### src/rtl/uart_rx.sv
// uart_rx: 8N1 UART receiver with start-glitch rejection and a held-low BREAK state.
// Define UART_RX_MAJORITY_EN for 2-of-3 majority sampling centred in each bit.
module uart_rx #(
    parameter int CLKS_PER_BIT = 521
) (
    input  logic       clk_uart_i,
    input  logic       rst_n,
    input  logic       rx_serial_i,
    output logic [7:0] rx_byte_o,
    output logic       rx_dv_o,
    output logic       rx_active_o,
    output logic       rx_frame_err_o
);
    localparam int CW    = $clog2(CLKS_PER_BIT) + 1;
    localparam int MID_I = (CLKS_PER_BIT - 1) / 2;
    localparam logic [CW-1:0] LAST = CW'(CLKS_PER_BIT - 1);
    localparam logic [CW-1:0] MID  = CW'(MID_I);

    typedef enum logic [2:0] {IDLE, START, DATA, STOP, BREAK} state_t;

    state_t        state;
    logic [1:0]    sync;
    logic [CW-1:0] cnt;
    logic [2:0]    idx;
    logic [7:0]    shreg;
    logic          rxs, at_last, start_at, start_s, start_end, bit_s;

    assign rxs     = sync[1];
    assign at_last = cnt == LAST;

`ifdef UART_RX_MAJORITY_EN
    localparam logic [CW-1:0] MID_LO  = CW'(MID_I - 1);
    localparam logic [CW-1:0] MID_HI  = CW'(MID_I + 1);
    localparam logic [CW-1:0] PRE_END = CW'(CLKS_PER_BIT - 2);

    logic [2:0] votes;

    function automatic logic maj(input logic a, input logic b, input logic c);
        return (a & b) | (a & c) | (b & c);
    endfunction

    // The start bit runs one cycle short so data bits begin on a bit boundary
    // and counter MID lands in the middle of every data and stop bit.
    assign start_at  = cnt == MID_HI;
    assign start_s   = maj(votes[1], votes[0], rxs);
    assign start_end = cnt == PRE_END;
    assign bit_s     = maj(votes[2], votes[1], votes[0]);

    always_ff @(posedge clk_uart_i or negedge rst_n) begin
        if (!rst_n)
            votes <= '0;
        else if (cnt >= MID_LO && cnt <= MID_HI)
            votes <= {votes[1:0], rxs};
    end
`else
    assign start_at  = cnt == MID;
    assign start_s   = rxs;
    assign start_end = start_at;
    assign bit_s     = rxs;
`endif

    always_ff @(posedge clk_uart_i or negedge rst_n) begin
        if (!rst_n) begin
            sync           <= 2'b11;
            state          <= IDLE;
            cnt            <= '0;
            idx            <= '0;
            shreg          <= '0;
            rx_byte_o      <= '0;
            rx_dv_o        <= 1'b0;
            rx_active_o    <= 1'b0;
            rx_frame_err_o <= 1'b0;
        end else begin
            sync           <= {sync[0], rx_serial_i};
            rx_dv_o        <= 1'b0;
            rx_frame_err_o <= 1'b0;
            case (state)
                IDLE: begin
                    cnt         <= '0;
                    idx         <= '0;
                    rx_active_o <= 1'b0;
                    if (!rxs)
                        state <= START;
                end
                START: begin
                    if (start_at && start_s) begin
                        state <= IDLE;
                        cnt   <= '0;
                    end else if (start_end) begin
                        state       <= DATA;
                        cnt         <= '0;
                        rx_active_o <= 1'b1;
                    end else
                        cnt <= cnt + 1'b1;
                end
                DATA: begin
                    if (at_last) begin
                        shreg[idx] <= bit_s;
                        cnt        <= '0;
                        idx        <= idx + 1'b1;
                        if (idx == 3'd7)
                            state <= STOP;
                    end else
                        cnt <= cnt + 1'b1;
                end
                STOP: begin
                    if (at_last) begin
                        cnt         <= '0;
                        rx_active_o <= 1'b0;
                        if (bit_s) begin
                            rx_byte_o <= shreg;
                            rx_dv_o   <= 1'b1;
                            state     <= IDLE;
                        end else begin
                            rx_frame_err_o <= 1'b1;
                            state          <= BREAK;
                        end
                    end else
                        cnt <= cnt + 1'b1;
                end
                BREAK: begin
                    rx_active_o <= 1'b0;
                    if (rxs)
                        state <= IDLE;
                end
                default: begin
                    state       <= IDLE;
                    cnt         <= '0;
                    idx         <= '0;
                    rx_active_o <= 1'b0;
                end
            endcase
        end
    end
endmodule

### config.mk
export PLATFORM = sky130hd
export DESIGN_NAME = uart_rx
export DESIGN_NICKNAME = d
export VERILOG_FILES = /design/src/rtl/uart_rx.sv
export SDC_FILE = /design/constraint.sdc
export NUM_CORES = 1
export LEC_CHECK = 0
export ABC_AREA = 1
export CAP_MARGIN = 0
export CORE_MARGIN = 2
export CORE_UTILIZATION = 40
export CTS_CLUSTER_SIZE = 12
export DETAILED_ROUTE_END_ITERATION = 10
export DONT_BUFFER_PORTS = 1
export GPL_TIMING_DRIVEN = 0
export PLACE_DENSITY = 0.53
export SETUP_SLACK_MARGIN = 0.4
export SLEW_MARGIN = 20
export SYNTH_ARGS = -nofsm -noshare
export SYNTH_HDL_FRONTEND = slang
export SYNTH_SLANG_ARGS = --single-unit
### constraint.sdc
create_clock -name clk_uart_i -period 1.91 [get_ports clk_uart_i]
set_input_delay 0.382 -clock clk_uart_i [delete_from_list [all_inputs] [get_ports clk_uart_i]]
set_output_delay 0.382 -clock clk_uart_i [all_outputs]
set_load 0.02 [all_outputs]
After elaboration in Yosys (flattened, before gate mapping)
Index checks and enable logic that the tools add are counted.
- register bits: 38
- word-level logic and storage cells: 68
- $add $sub $neg: 2
- bitwise logic cells: 2
- eq/ne operators: 15
- magnitude comparators: 2
- reductions and logical operators: 10
- muxes and demuxes: 28
- operator list (operator ; number):
    11-bit 2-to-1 mux ; 3
    11-bit one-hot mux with 3 select lines ; 1
    3-bit 2-to-1 mux ; 9
    3-bit one-hot mux with 5 select lines ; 1
    2-bit inequality test (second input constant) ; 7
    11-bit by 1-bit adder with 11-bit output (second input constant) ; 1
    11-bit by 10-bit equality test with 1-bit output (second input constant) ; 1
    11-bit by 9-bit equality test with 1-bit output (second input constant) ; 1
    1-bit 2-to-1 mux ; 10
    8-bit bitwise mux ; 1
    3-bit by 2-bit equality test with 1-bit output (second input constant) ; 2
    3-bit equality test (second input constant) ; 2
    3-bit one-hot mux with 2 select lines ; 1
    6-bit AND reduction ; 1
    3-bit by 4-bit < comparator with 1-bit output (second input constant) ; 1
    2-bit AND reduction ; 2
    4-bit AND reduction ; 1
    3-bit by 1-bit adder with 3-bit output (second input constant) ; 1
    1-bit demux with 3-bit select ; 1
    3-bit by 1-bit equality test with 1-bit output (second input constant) ; 1
    3-bit by 1-bit >= comparator with 1-bit output (second input constant) ; 1
    3-bit logical NOT ; 1
    3-bit inequality test (second input constant) ; 1
    1-bit one-hot mux with 3 select lines ; 1
    other kinds (5) ; 7

Logic depth before layout (Yosys ltp)
- depth in word-level cells: 5
- mapped depth: 9
- depth with buffers taken out: 9

Worst setup path after synthesis
Ideal clock, no wire load.
- path type: register -> register
- start point: reg cnt[0]
- end point: reg shreg[0]
- arrival: 1.406 ns
- path slack: 0.387 ns
- stages on the path, launching flop included: 10
- cells stage by stage: dfrtp_1 inv_1 ha_1 nand2_1 nor3_4 nand2_1 nor2_8 nand2_1 nand2_1 nand2_1
- longest elaborated chain between the ends: 2
- RTL lines (what ; line ; RTL):
    start, declared ; 23 ; logic [CW-1:0] cnt;
    start signal, assigned ; 94 ; cnt <= cnt + 1'b1;
    start signal, assigned ; 104 ; cnt <= cnt + 1'b1;
    start signal, assigned ; 119 ; cnt <= cnt + 1'b1;
    11-bit by 10-bit equality test with 1-bit output ; 29 ; assign at_last = cnt == LAST;
    2-bit AND reduction (no line) ; -- ;
    end signal, assigned by index ; 98 ; shreg[idx] <= bit_s;
    end, declared ; 25 ; logic [7:0] shreg;
Every way passes these cells.
A chain may end at the register's enable or synchronous reset.

Final worst setup path
- start point: reg cnt[1]
- end point: reg rx_byte_o[7]
- longest elaborated chain between the ends: 2
- RTL lines (what ; line ; RTL):
    11-bit by 10-bit equality test with 1-bit output ; 29 ;
    3-bit AND reduction (no line) ; -- ;
    end signal, assigned ; 111 ; rx_byte_o <= shreg;
    end, declared ; 9 ; output logic [7:0] rx_byte_o,
Every way passes these cells.

==> summary.md <==
| Metric | Value |
|---|---|
| Outcome | `finished, final reports clean` |
| Final hold violations | `0` |
| Dominant cells by area after synthesis | `dfrtp_1 (45%), nand2_1 (17%), nor2_1 (4.7%)` |
| Final HPWL from detailed placement | `2760 microns` |
| Internal Power | `1.10 mW` |
| Clk_skew | `0.00198 ns` |
| CP Max Fanout | `4` |
| Slew Limit Headroom | `70.6%` |
| Max_cap viols | `0` |
| Initial DRT Pass Iterations | `5` |
| I/O pin count | `14` |
| Area grow syn2layout | `21.3%` |
| Worst VDD drop | `0.279 mV` |
| Reg clk slew, reported paths | `0.08 ns` |
| Least-Margin Pin Slew | `0.441 ns` |
| CTS root buffer | `clkbuf_8` |
| PortBufs | `0` |
| Seq pwr share | `57.0%` |
| Total negative slack | `0 ns` |
| GRT Total Usage | `16.5%` |
| GPL Wtd Cong | `0.783` |
| Leak | `1.20 nW` |
| Net Switching | `0.317 mW` |
| Pre-CTS setup slack | `0.168 ns` |
| Reg2Reg Setup Slack | `0.42 ns` |
| Clock Path Buffers | `2` |
| Seq/Total Area, Yosys | `47.6%` |
| Initial Util | `41.8%` |
| Synthesized area | `2000 sq um` |
| Largest net degree at the start of global routing | `39` |
| Reg2Reg Launch Point | `cnt[1]` |
| Critical path class | `register to register` |
| CP arrival | `1.67 ns` |
| GR Overflow Total | `0` |
| Synth warn | `0` |
| Die Area | `5590 sq um` |
| Cell Chain, Critical Path | `inv_2, ha_4, nand2_4, nor3_4, buf_6, buf_6, nand4_2, nand2_1, nand2_1` |
| Layout net count | `282` |
| Slew Limit Fails | `0` |
| Synthesized flop and latch total | `38` |
| Post-synth EDFFs | `0` |
| Combinational Power Share | `2.0%` |
| Initial antenna violation count | `0` |
| First-pass GRT wire length | `7030 microns` |
| Worst setup margin | `0.419 ns` |
| Worst setup EP type | `register` |
| Power Density | `585 nW/um^2` |
| Final clock period utilization by the worst path | `78.1%` |
| Iter 0 DRT Violations | `132` |
| Synth Net Count | `256` |
| Worst EP required | `2.09 ns` |
| Vias in the first global route | `1455` |
| Worst Hold Class | `primary input to register` |
| Startpoint Class | `register` |
| Sw Share | `22.3%` |
| Via Count | `1634` |
| WL per Instance | `12.5 microns` |
| Post-route DRC | `0` |
| Final setup vio count | `0` |
| Post-Syn Area per Cell | `8.04 sq um` |
| Share of layout cells above drive strength 1 | `25.7%` |
| Vias per std cell | `4.76` |
| Ys flop type | `dfrtp_1` |
| Clock share of power | `41.0%` |
| CP max stage cell | `dfrtp_1` |
| Hold Crit Endpoint | `sync[0]` |
| Fmax | `0.671 GHz` |
| N_diodes | `0` |
| TritonCTS clock tree | `yes` |
| Core Area | `4790 sq um` |
| ANT nets after route | `0` |
| Post-synth top area cell | `dfrtp_1` |
| Worst-skew pair later-pin latency | `0.28 ns` |
| HP Start | `rx_serial_i` |
| RSZ-0062 raised after global routing | `yes` |
| Slowest stage delay, CP | `0.39 ns` |
| Post-synthesis cell count | `249` |
| Share of the synthesized area in the top cell type | `45.0%` |
| Cell variety after synth | `28` |
| Die H | `74.7 microns` |
| Post-synth top cells | `nand2_1 (88), dfrtp_1 (36), nor2_1 (25), inv_1 (20), nand3_1 (18)` |
| Die Width | `74.7 microns` |
| Ys async rst share | `100%` |
| Reg2reg path depth | `9` |
| Most common cell in the netlist | `nand2_1` |
| FP Rows | `25` |
| CTS H-tree depth | `2` |
| Total CTS buffers | `5` |
| R2r endpoint | `rx_byte_o[7]` |
| Clk sinks | `38` |
| WHS Path Cells | `0` |
| Fin crit period | `1.49 ns` |
| Drt total wl | `4280 microns` |
[metal layers]
layer | GRT usage [%] | vias up | part of all wire [%]
li1 | - | 850 | -
met1 | 23.9 | 749 | 51
met2 | 25.3 | 33 | 45
met3 | 3.75 | 2 | 3.8
met4 | 3.57 | 0 | 0.56
met5 | 0 | - | 0
[logic make-up after synthesis]
| family | count (synthesis) | share of synthesized area (%) |
|---|---|---|
| compound gates | 12 | 3.44 |
| xor+xnor | 5 | 2.19 |
| fa+ha+maj | 4 | 2.50 |
| buf+inv | 29 | 5.88 |
| flops | 38 | 47.6 |
| simple gates | 161 | 38.4 |
[worst max-delay path by stage]
stage	start	to	slack, ns	depth (start not counted)
2_1_floorplan	cnt[0]	cnt[9]	0.42	9
3_3_place_gp	cnt[0]	cnt[9]	0.18	9
3_5_place_dp	cnt[0]	cnt[9]	0.17	9
4_1_cts	cnt[0]	shreg[0]	0.40	9
5_1_grt	cnt[1]	shreg[5]	0.29	9
6_report	cnt[1]	rx_byte_o[7]	0.42	9
[worst max-delay path: cells and delay by family, from the launching register on]
kind,cells,cell delay (ns)
adders and majority gates,1,0.15
DFF,1,0.39
and+or+nand+nor,5,0.53
buffers and inverters,3,0.31
[cells in the final DEF, fill, tap and decap left out, drive strengths merged]
cell and count:
nand2 94, dfrtp 36, nor2 33, inv 25
nand3 19, buf 16, nand4 12, o21ai 9
clkbuf 8, ha 4, xor2 3, nor3 3
clkinv 3, xnor2 2, dfstp 2, nand3b 1
o211ai 1, o221ai 1, or2 1, o21bai 1
clkinvlp 1, dlygate4sd3 1
[cell type report]
class	count	area, sq um
clock buffers	6	82.6
repair buffers	16	143
plain buffers	3	15.0
flip-flops and latches	38	955
clock inverters	2	12.5
inverters	26	108
well taps	67	83.8
multi-input cells	184	1020
repair inverters	1	5.00
fillers	481	2360
[state kept, by name (all words and copies together) (netlist names)]
| name | cells |
|---|---|
| rx_byte_o | 8 |
| shreg | 8 |
| sync | 2 |
| rx_dv_o | 1 |
| state | 3 |
| cnt | 11 |
| rx_active_o | 1 |
| idx | 3 |
| rx_frame_err_o | 1 |
[through the flow]
| step | total power [mW] | cell area (sq um) | hold slack [ns] | std cells | util (%) |
|---|---|---|---|---|---|
| after floorplan | 0.829 | 2000 | 0.0864 | 249 | - |
| after global placement | 0.832 | 2090 | 0.0873 | 316 | 43.6 |
| after detailed placement | 0.832 | 2090 | 0.0874 | 316 | 43.6 |
| after CTS | 1.44 | 2300 | 0.0804 | 332 | 48.0 |
| after global routing | 1.47 | 2430 | 0.0700 | 343 | 50.7 |
| final | 1.42 | 2430 | 0.0877 | 343 | 50.7 |
[power by group through the flow]
stage                     sequential (mW)  combinational [mW]  clock, mW
after floorplan                     0.825             0.00418          0
final                               0.811              0.0285      0.582
after global placement              0.826             0.00583          0
after CTS                           0.810              0.0302      0.596
after detailed placement            0.826             0.00581          0
after global routing                0.811              0.0331      0.630
[what timing repair did]
item,4_1_cts,5_1_grt
endpoints found under the hold margin,38,0
hold buffers,2,0
endpoints found under the setup margin,32,32
pin swaps,6,10
buffers inserted,5,9
cloned,1,2
gates resized for setup,11,18
Power figures use the tool's default switching activity.
